==> src/rtl/sha256_compress_core_if.sv <==
// sha256_compress_core_if: request/response bundle between a block source and the compression core.
interface sha256_compress_core_if;
  logic         Start;
  logic         Init;
  logic         Mode224;
  logic [511:0] Block;
  logic         Ready;
  logic         Busy;
  logic         Done;
  logic [255:0] Digest;
  modport master (output Start, Init, Mode224, Block, input Ready, Busy, Done, Digest);
  modport slave  (input Start, Init, Mode224, Block, output Ready, Busy, Done, Digest);
endinterface

==> src/rtl/sha256_compress_core.sv <==
// sha256_compress_core: iterative SHA-256/224 compression, UNROLL rounds per clock.
module sha256_compress_core #(
  parameter int UNROLL = 1
) (
  input logic Clk,
  input logic Reset,
  sha256_compress_core_if.slave bus
);
  typedef logic [0:7][31:0]  st_t;
  typedef logic [0:15][31:0] win_t;
  typedef enum logic [1:0] {IDLE, ROUND, FINAL} state_t;
  if (UNROLL != 1 && UNROLL != 2 && UNROLL != 4 && UNROLL != 8 && UNROLL != 16) begin : g_bad_unroll
    $error("UNROLL must be 1, 2, 4, 8 or 16");
  end
  localparam st_t IV256 = {32'h6a09e667, 32'hbb67ae85, 32'h3c6ef372, 32'ha54ff53a,
                           32'h510e527f, 32'h9b05688c, 32'h1f83d9ab, 32'h5be0cd19};
  localparam st_t IV224 = {32'hc1059ed8, 32'h367cd507, 32'h3070dd17, 32'hf70e5939,
                           32'hffc00b31, 32'h68581511, 32'h64f98fa7, 32'hbefa4fa4};
  localparam logic [0:63][31:0] K = {
    32'h428a2f98, 32'h71374491, 32'hb5c0fbcf, 32'he9b5dba5, 32'h3956c25b, 32'h59f111f1, 32'h923f82a4, 32'hab1c5ed5,
    32'hd807aa98, 32'h12835b01, 32'h243185be, 32'h550c7dc3, 32'h72be5d74, 32'h80deb1fe, 32'h9bdc06a7, 32'hc19bf174,
    32'he49b69c1, 32'hefbe4786, 32'h0fc19dc6, 32'h240ca1cc, 32'h2de92c6f, 32'h4a7484aa, 32'h5cb0a9dc, 32'h76f988da,
    32'h983e5152, 32'ha831c66d, 32'hb00327c8, 32'hbf597fc7, 32'hc6e00bf3, 32'hd5a79147, 32'h06ca6351, 32'h14292967,
    32'h27b70a85, 32'h2e1b2138, 32'h4d2c6dfc, 32'h53380d13, 32'h650a7354, 32'h766a0abb, 32'h81c2c92e, 32'h92722c85,
    32'ha2bfe8a1, 32'ha81a664b, 32'hc24b8b70, 32'hc76c51a3, 32'hd192e819, 32'hd6990624, 32'hf40e3585, 32'h106aa070,
    32'h19a4c116, 32'h1e376c08, 32'h2748774c, 32'h34b0bcb5, 32'h391c0cb3, 32'h4ed8aa4a, 32'h5b9cca4f, 32'h682e6ff3,
    32'h748f82ee, 32'h78a5636f, 32'h84c87814, 32'h8cc70208, 32'h90befffa, 32'ha4506ceb, 32'hbef9a3f7, 32'hc67178f2};
  function automatic logic [31:0] ror(input logic [31:0] x, input int n);
    return (x >> n) | (x << (32 - n));
  endfunction
  function automatic logic [31:0] ssig0(input logic [31:0] x);
    return ror(x, 7) ^ ror(x, 18) ^ (x >> 3);
  endfunction
  function automatic logic [31:0] ssig1(input logic [31:0] x);
    return ror(x, 17) ^ ror(x, 19) ^ (x >> 10);
  endfunction
  function automatic st_t rnd(input st_t s, input logic [31:0] k, input logic [31:0] w);
    logic [31:0] t1, t2;
    t1 = s[7] + (ror(s[4], 6) ^ ror(s[4], 11) ^ ror(s[4], 25)) + ((s[4] & s[5]) ^ (~s[4] & s[6])) + k + w;
    t2 = (ror(s[0], 2) ^ ror(s[0], 13) ^ ror(s[0], 22)) + ((s[0] & s[1]) ^ (s[0] & s[2]) ^ (s[1] & s[2]));
    return {t1 + t2, s[0], s[1], s[2], s[3] + t1, s[4], s[5], s[6]};
  endfunction
  // Rounds t..t+UNROLL-1 consume the first UNROLL words of the current window.
  function automatic st_t rounds(input st_t s, input win_t w, input logic [5:0] t);
    st_t r;
    r = s;
    for (int j = 0; j < UNROLL; j++) r = rnd(r, K[t + 6'(j)], w[j]);
    return r;
  endfunction
  // Each new word feeds the next, so UNROLL=16 chains all sixteen in one cycle.
  function automatic win_t sched(input win_t w);
    win_t x;
    logic [31:0] nw;
    x = w;
    for (int j = 0; j < UNROLL; j++) begin
      nw = ssig1(x[14]) + x[9] + ssig0(x[1]) + x[0];
      x = {x[1:15], nw};
    end
    return x;
  endfunction
  function automatic st_t add8(input st_t a, input st_t b);
    st_t r;
    for (int i = 0; i < 8; i++) r[i] = a[i] + b[i];
    return r;
  endfunction
  state_t state;
  logic [5:0] t;
  st_t v, chain, digest, sel, v_nx, sum;
  win_t w, w_nx;
  logic m224, ready, busy, done;
  assign sel = !bus.Init ? chain : bus.Mode224 ? IV224 : IV256;
  assign v_nx = rounds(v, w, t);
  assign w_nx = sched(w);
  assign sum = add8(chain, v);
  assign bus.Ready = ready;
  assign bus.Busy = busy;
  assign bus.Done = done;
  assign bus.Digest = digest;
  // The chain register takes the selected start value on accept, so FINAL only needs chain + v.
  always_ff @(posedge Clk or negedge Reset)
    if (!Reset) begin
      state <= IDLE;
      t <= '0;
      v <= '0;
      w <= '0;
      chain <= '0;
      digest <= '0;
      m224 <= 1'b0;
      ready <= 1'b1;
      busy <= 1'b0;
      done <= 1'b0;
    end else begin
      done <= 1'b0;
      case (state)
        IDLE: if (bus.Start) begin
          w <= bus.Block;
          m224 <= bus.Mode224;
          chain <= sel;
          v <= sel;
          t <= '0;
          ready <= 1'b0;
          busy <= 1'b1;
          state <= ROUND;
        end
        ROUND: begin
          v <= v_nx;
          w <= w_nx;
          t <= t + 6'(UNROLL);
          if (7'(t) + 7'(UNROLL) == 7'd64) state <= FINAL;
        end
        FINAL: begin
          chain <= sum;
          digest <= m224 ? {sum[0:6], 32'h0} : sum;
          done <= 1'b1;
          ready <= 1'b1;
          busy <= 1'b0;
          state <= IDLE;
        end
        default: state <= IDLE;
      endcase
    end
endmodule

==> src/flat_wrapper.sv <==
// flat-port wrapper written by rule: the top's interface ports become plain ports
module sha256_compress_core_flat 
#(
  parameter int UNROLL = 1
)
  (Clk, Reset, bus_Start, bus_Init, bus_Mode224, bus_Block, bus_Ready, bus_Busy, bus_Done, bus_Digest);
  sha256_compress_core_if bus_i ();
  input logic Clk;
  input logic Reset;
  input wire logic [$bits(bus_i.Start)-1:0] bus_Start;
  input wire logic [$bits(bus_i.Init)-1:0] bus_Init;
  input wire logic [$bits(bus_i.Mode224)-1:0] bus_Mode224;
  input wire logic [$bits(bus_i.Block)-1:0] bus_Block;
  output wire logic [$bits(bus_i.Ready)-1:0] bus_Ready;
  output wire logic [$bits(bus_i.Busy)-1:0] bus_Busy;
  output wire logic [$bits(bus_i.Done)-1:0] bus_Done;
  output wire logic [$bits(bus_i.Digest)-1:0] bus_Digest;
  assign bus_i.Start = bus_Start;
  assign bus_i.Init = bus_Init;
  assign bus_i.Mode224 = bus_Mode224;
  assign bus_i.Block = bus_Block;
  assign bus_Ready = bus_i.Ready;
  assign bus_Busy = bus_i.Busy;
  assign bus_Done = bus_i.Done;
  assign bus_Digest = bus_i.Digest;
  sha256_compress_core #(.UNROLL(UNROLL)) u_core (.Clk(Clk), .Reset(Reset), .bus(bus_i));
endmodule
==> config.mk <==
export PLATFORM = sky130hd
export DESIGN_NAME = sha256_compress_core_flat
export DESIGN_NICKNAME = d
export VERILOG_FILES = /design/src/rtl/sha256_compress_core_if.sv /design/src/rtl/sha256_compress_core.sv /design/src/flat_wrapper.sv
export SDC_FILE = /design/constraint.sdc
export NUM_CORES = 2
export LEC_CHECK = 0
export BUFFER_PORTS_ARGS = -buffer_cell sky130_fd_sc_hd__buf_2
export CAP_MARGIN = 0
export CORE_ASPECT_RATIO = 1.4
export CORE_UTILIZATION = 45
export CTS_BUF_LIST = sky130_fd_sc_hd__clkbuf_16
export CTS_CLUSTER_DIAMETER = 80
export DETAILED_ROUTE_END_ITERATION = 10
export PLACE_DENSITY_LB_ADDON = 0.08
export SLEW_MARGIN = 20
export SYNTH_ARGS = -nofsm -noshare
export SYNTH_HDL_FRONTEND = slang
export SYNTH_SLANG_ARGS = --single-unit
==> constraint.sdc <==
create_clock -name Clk -period 13.2 [get_ports Clk]
set_input_delay 1.32 -clock Clk [delete_from_list [all_inputs] [get_ports Clk]]
set_output_delay 1.32 -clock Clk [all_outputs]
set_load 0.05 [all_outputs]
==> load_flow_metrics.sql <==
INSERT INTO impl_metrics (metric_group, metric, value, unit) VALUES
('status', 'run_status', 'completed', ''),
('sta', 'finalCriticalPeriod', '10.01', 'ns'),
('synth', 'synthTopCellsByArea', 'sky130_fd_sc_hd__dfrtp_1, sky130_fd_sc_hd__nand2_1, sky130_fd_sc_hd__ha_1, sky130_fd_sc_hd__fa_1, sky130_fd_sc_hd__a21oi_1', ''),
('run', 'max_cap_violations', '0', ''),
('sta', 'slew_violations', '0', ''),
('synth', 'syn-mean-instance-area', '8.45', 'µm²'),
('sta', 'worst_slew_margin_rel', '0.160', ''),
('worst_setup_path', 'critical_path.startpoint_type', 'flip-flop', ''),
('finish', 'fill_cells', '17700', ''),
('drt', 'firstDrtPassIters', '7', ''),
('place', 'dp_cells', '12400', ''),
('finish', 'final_cell_count_no_fill', '12700', ''),
('drt', 'route.vias.total', '76100', ''),
('finish', 'area_delta_synth_final', '12.2', '%'),
('drt', 'ant_nets', '0', ''),
('clock_tree', 'h_tree_levels', '4', ''),
('synth', 'synthArstFlopShare', '1.00', ''),
('global_route', 'grt_start_max_net_pins', '214', ''),
('floorplan', 'core_area', '181000', 'µm²'),
('clock_tree', 'tritoncts.num_buffers', '138', ''),
('drt', 'drt-initial-drc-count', '7496', ''),
('floorplan', 'boundaryPins', '776', ''),
('floorplan', 'die_height', '507', 'µm'),
('clock_tree', 'cts.root.buffer_cell', 'sky130_fd_sc_hd__clkbuf_16', ''),
('global_route', 'globalRoute.totalOverflow', '0', ''),
('sta', 'finalSetupTns', '0', 'ns'),
('floorplan', 'die_width', '363', 'µm'),
('synth', 'syn-instance-count', '9716', ''),
('clock_tree', 'cts_tree', 'yes', ''),
('place', 'numPortBuffers', '775', ''),
('synth', 'seq_area_frac_synth', '0.394', ''),
('clock_tree', 'clk-insertion-delay-late', '0.84', 'ns'),
('global_route', 'grt_pass1_vias', '74000', ''),
('floorplan', 'die_area', '184000', 'µm²'),
('floorplan', 'floorplan.initialDensity', '0.453', ''),
('clock_tree', 'cts_setup_buffers', '0', ''),
('global_route', 'grt_pass1_wl', '525000', 'µm'),
('sta', 'final.setup_skew', '0.0553', 'ns'),
('drt', 'drt-vias-per-instance', '6.01', ''),
('sta', 'hold_slack', '0.463', 'ns'),
('sta', 'achievable-frequency', '99.9', 'MHz'),
('worst_setup_path', 'setup.reg_to_reg.worst_slack', '3.19', 'ns'),
('sta', 'worst_pin_slew', '1.26', 'ns'),
('sta', 'finalHoldViolations', '0', ''),
('worst_setup_path', 'critPathMaxFanout', '71', ''),
('drt', 'drc_errors', '0', ''),
('worst_setup_path', 'cp.required', '13.91', 'ns'),
('finish', 'most-common-layout-cells', 'sky130_fd_sc_hd__nand2_1, sky130_fd_sc_hd__dfrtp_1, sky130_fd_sc_hd__nor2_1', ''),
('synth', 'ys.flop_type', 'sky130_fd_sc_hd__dfrtp_1', ''),
('finish', 'share_of_cells_above_drive_strength_1', '0.119', ''),
('worst_setup_path', 'arrival', '10.73', 'ns'),
('finish', 'design.final.nets', '11200', ''),
('synth', 'synth_largest_type_area_fraction', '0.393', ''),
('worst_setup_path', 'ff2ff_path_depth', '37', ''),
('finish', 'layout.core_utilization', '0.508', ''),
('drt', 'drt-wirelength-per-cell', '29.2', 'µm'),
('global_route', 'initial_antenna_violation_count', '108', ''),
('synth', 'synth-edff-count', '0', ''),
('clock_tree', 'clock_tree.buffer_depth', '3', ''),
('clock_tree', 'clkSinkCount', '1292', ''),
('worst_setup_path', 'max_stage_delay', '0.97', 'ns'),
('global_route', 'groute.usage.overall', '0.395', ''),
('floorplan', 'rows', '185', ''),
('worst_hold_path', 'timing.hold.worst.class', 'primary input to asynchronous set/reset pin', ''),
('sta', 'finalSetupViolCount', '0', ''),
('clock_tree', 'clk_transition_reported_paths', '0.07', 'ns'),
('clock_tree', 'cts_hold_buf', '0', ''),
('worst_setup_path', 'critPathSlowestCell', 'sky130_fd_sc_hd__dfrtp_4', ''),
('finish', 'most_frequent_standard_cell_in_the_layout_excluding_fill_and_tap_cells', 'sky130_fd_sc_hd__nand2_1', ''),
('sta', 'grt_setup_unrepaired', 'false', ''),
('sta', 'layout_worst_path_cycle_share', '0.759', '');
==> synthesized netlist by cell type, drive strengths merged (10+ instances only) <==
cell type  instances
a211o             12
a211oi            85
a21boi            20
a21o             258
a21oi            719
a221o             13
a221oi            21
a22o              38
a22oi             10
a311oi            14
a31oi            541
and2              19
and3              71
buf               65
clkbuf           615
dfrtp           1291
fa               195
ha               389
inv              284
maj3              22
mux2              32
mux2i             64
nand2           1936
nand2b            47
nand3             97
nand3b            13
nand4             20
nor2             947
nor2b             58
nor3             118
nor3b             10
nor4              11
o2111ai           10
o211ai            45
o21a              56
o21ai            632
o21bai            43
o22a              35
o22ai             53
o311ai            23
o31ai             64
or2               17
or3               50
xnor2            404
xor2             164
==> through the flow <==
stage	area [µm²]	setup WS, ns
5_1_grt	92100	2.59
3_5_place_dp	87700	3.24
2_1_floorplan	82100	4.55
6_report	92200	3.19
3_3_place_gp	87700	3.22
4_1_cts	92000	3.19
==> final timing paths <==
| kind | from | end |
|---|---|---|
| max reg2reg | u_core.t[2] | u_core.v[255] |
| min in group Clk | u_core.bus.Ready | u_core.bus.Ready |
| min | Reset | u_core.bus.Digest[39] |
| min reg2reg | u_core.bus.Ready | u_core.bus.Ready |
| max | u_core.t[2] | u_core.v[255] |
| max in group asynchronous | Reset | u_core.w[280] |
==> final cells by class <==
class	count	area [µm²]	area share
multi-input combinational	7459	46300	0.502
timing repair buffer	902	4970	0.0539
tap	2431	3040	0.0330
sequential	1292	32300	0.351
inverter	285	1080	0.0117
antenna	52	130	0.00141
clock inverter	100	751	0.00814
clock buffer	142	3550	0.0386
==> worst max-delay path: cells and delay by family, from the launching register on <==
kind | cells | cell delay, ns
AOI/OAI and AO/OA | 19 | 3.76
adders and majority gates | 7 | 2.88
and+or+nand+nor | 5 | 0.78
xor gates and xnor gates | 3 | 0.56
buffers and inverters | 3 | 0.85
DFF | 1 | 0.97
==> routing by layer <==
metal  global-route usage  wire [µm]  vias up
li1                     -          -    34300
met1                0.450     133000    37300
met2                0.646     173000     3359
met3               0.0838      28000     1037
met4                0.308      34400      116
met5                    0        729        -
==> sequential cells by signal, indices dropped and copies added, names as in the netlist, 2 cells and up <==
| register | cells |
|---|---|
| u_core.v | 256 |
| u_core.chain | 256 |
| u_core.t | 6 |
| u_core.bus.Digest | 256 |
| u_core.w | 512 |
| u_core.state | 2 |
==> logic make-up (layout without fill, tap and decap cells) <==
logic type / Yosys count / in the layout / synth area share
compound gates: 2756 / 2756 / 0.207
xor+xnor: 569 / 569 / 0.0610
fa+ha+maj: 606 / 606 / 0.109
buf+inv: 965 / 1429 / 0.0441
flops: 1292 / 1292 / 0.394
mux: 101 / 101 / 0.0136
other cells: 0 / 52 / 0
simple gates: 3427 / 3427 / 0.171
Power is not shown: default switching activity piles up to over one toggle a cycle in this logic, so the estimate is an artifact.
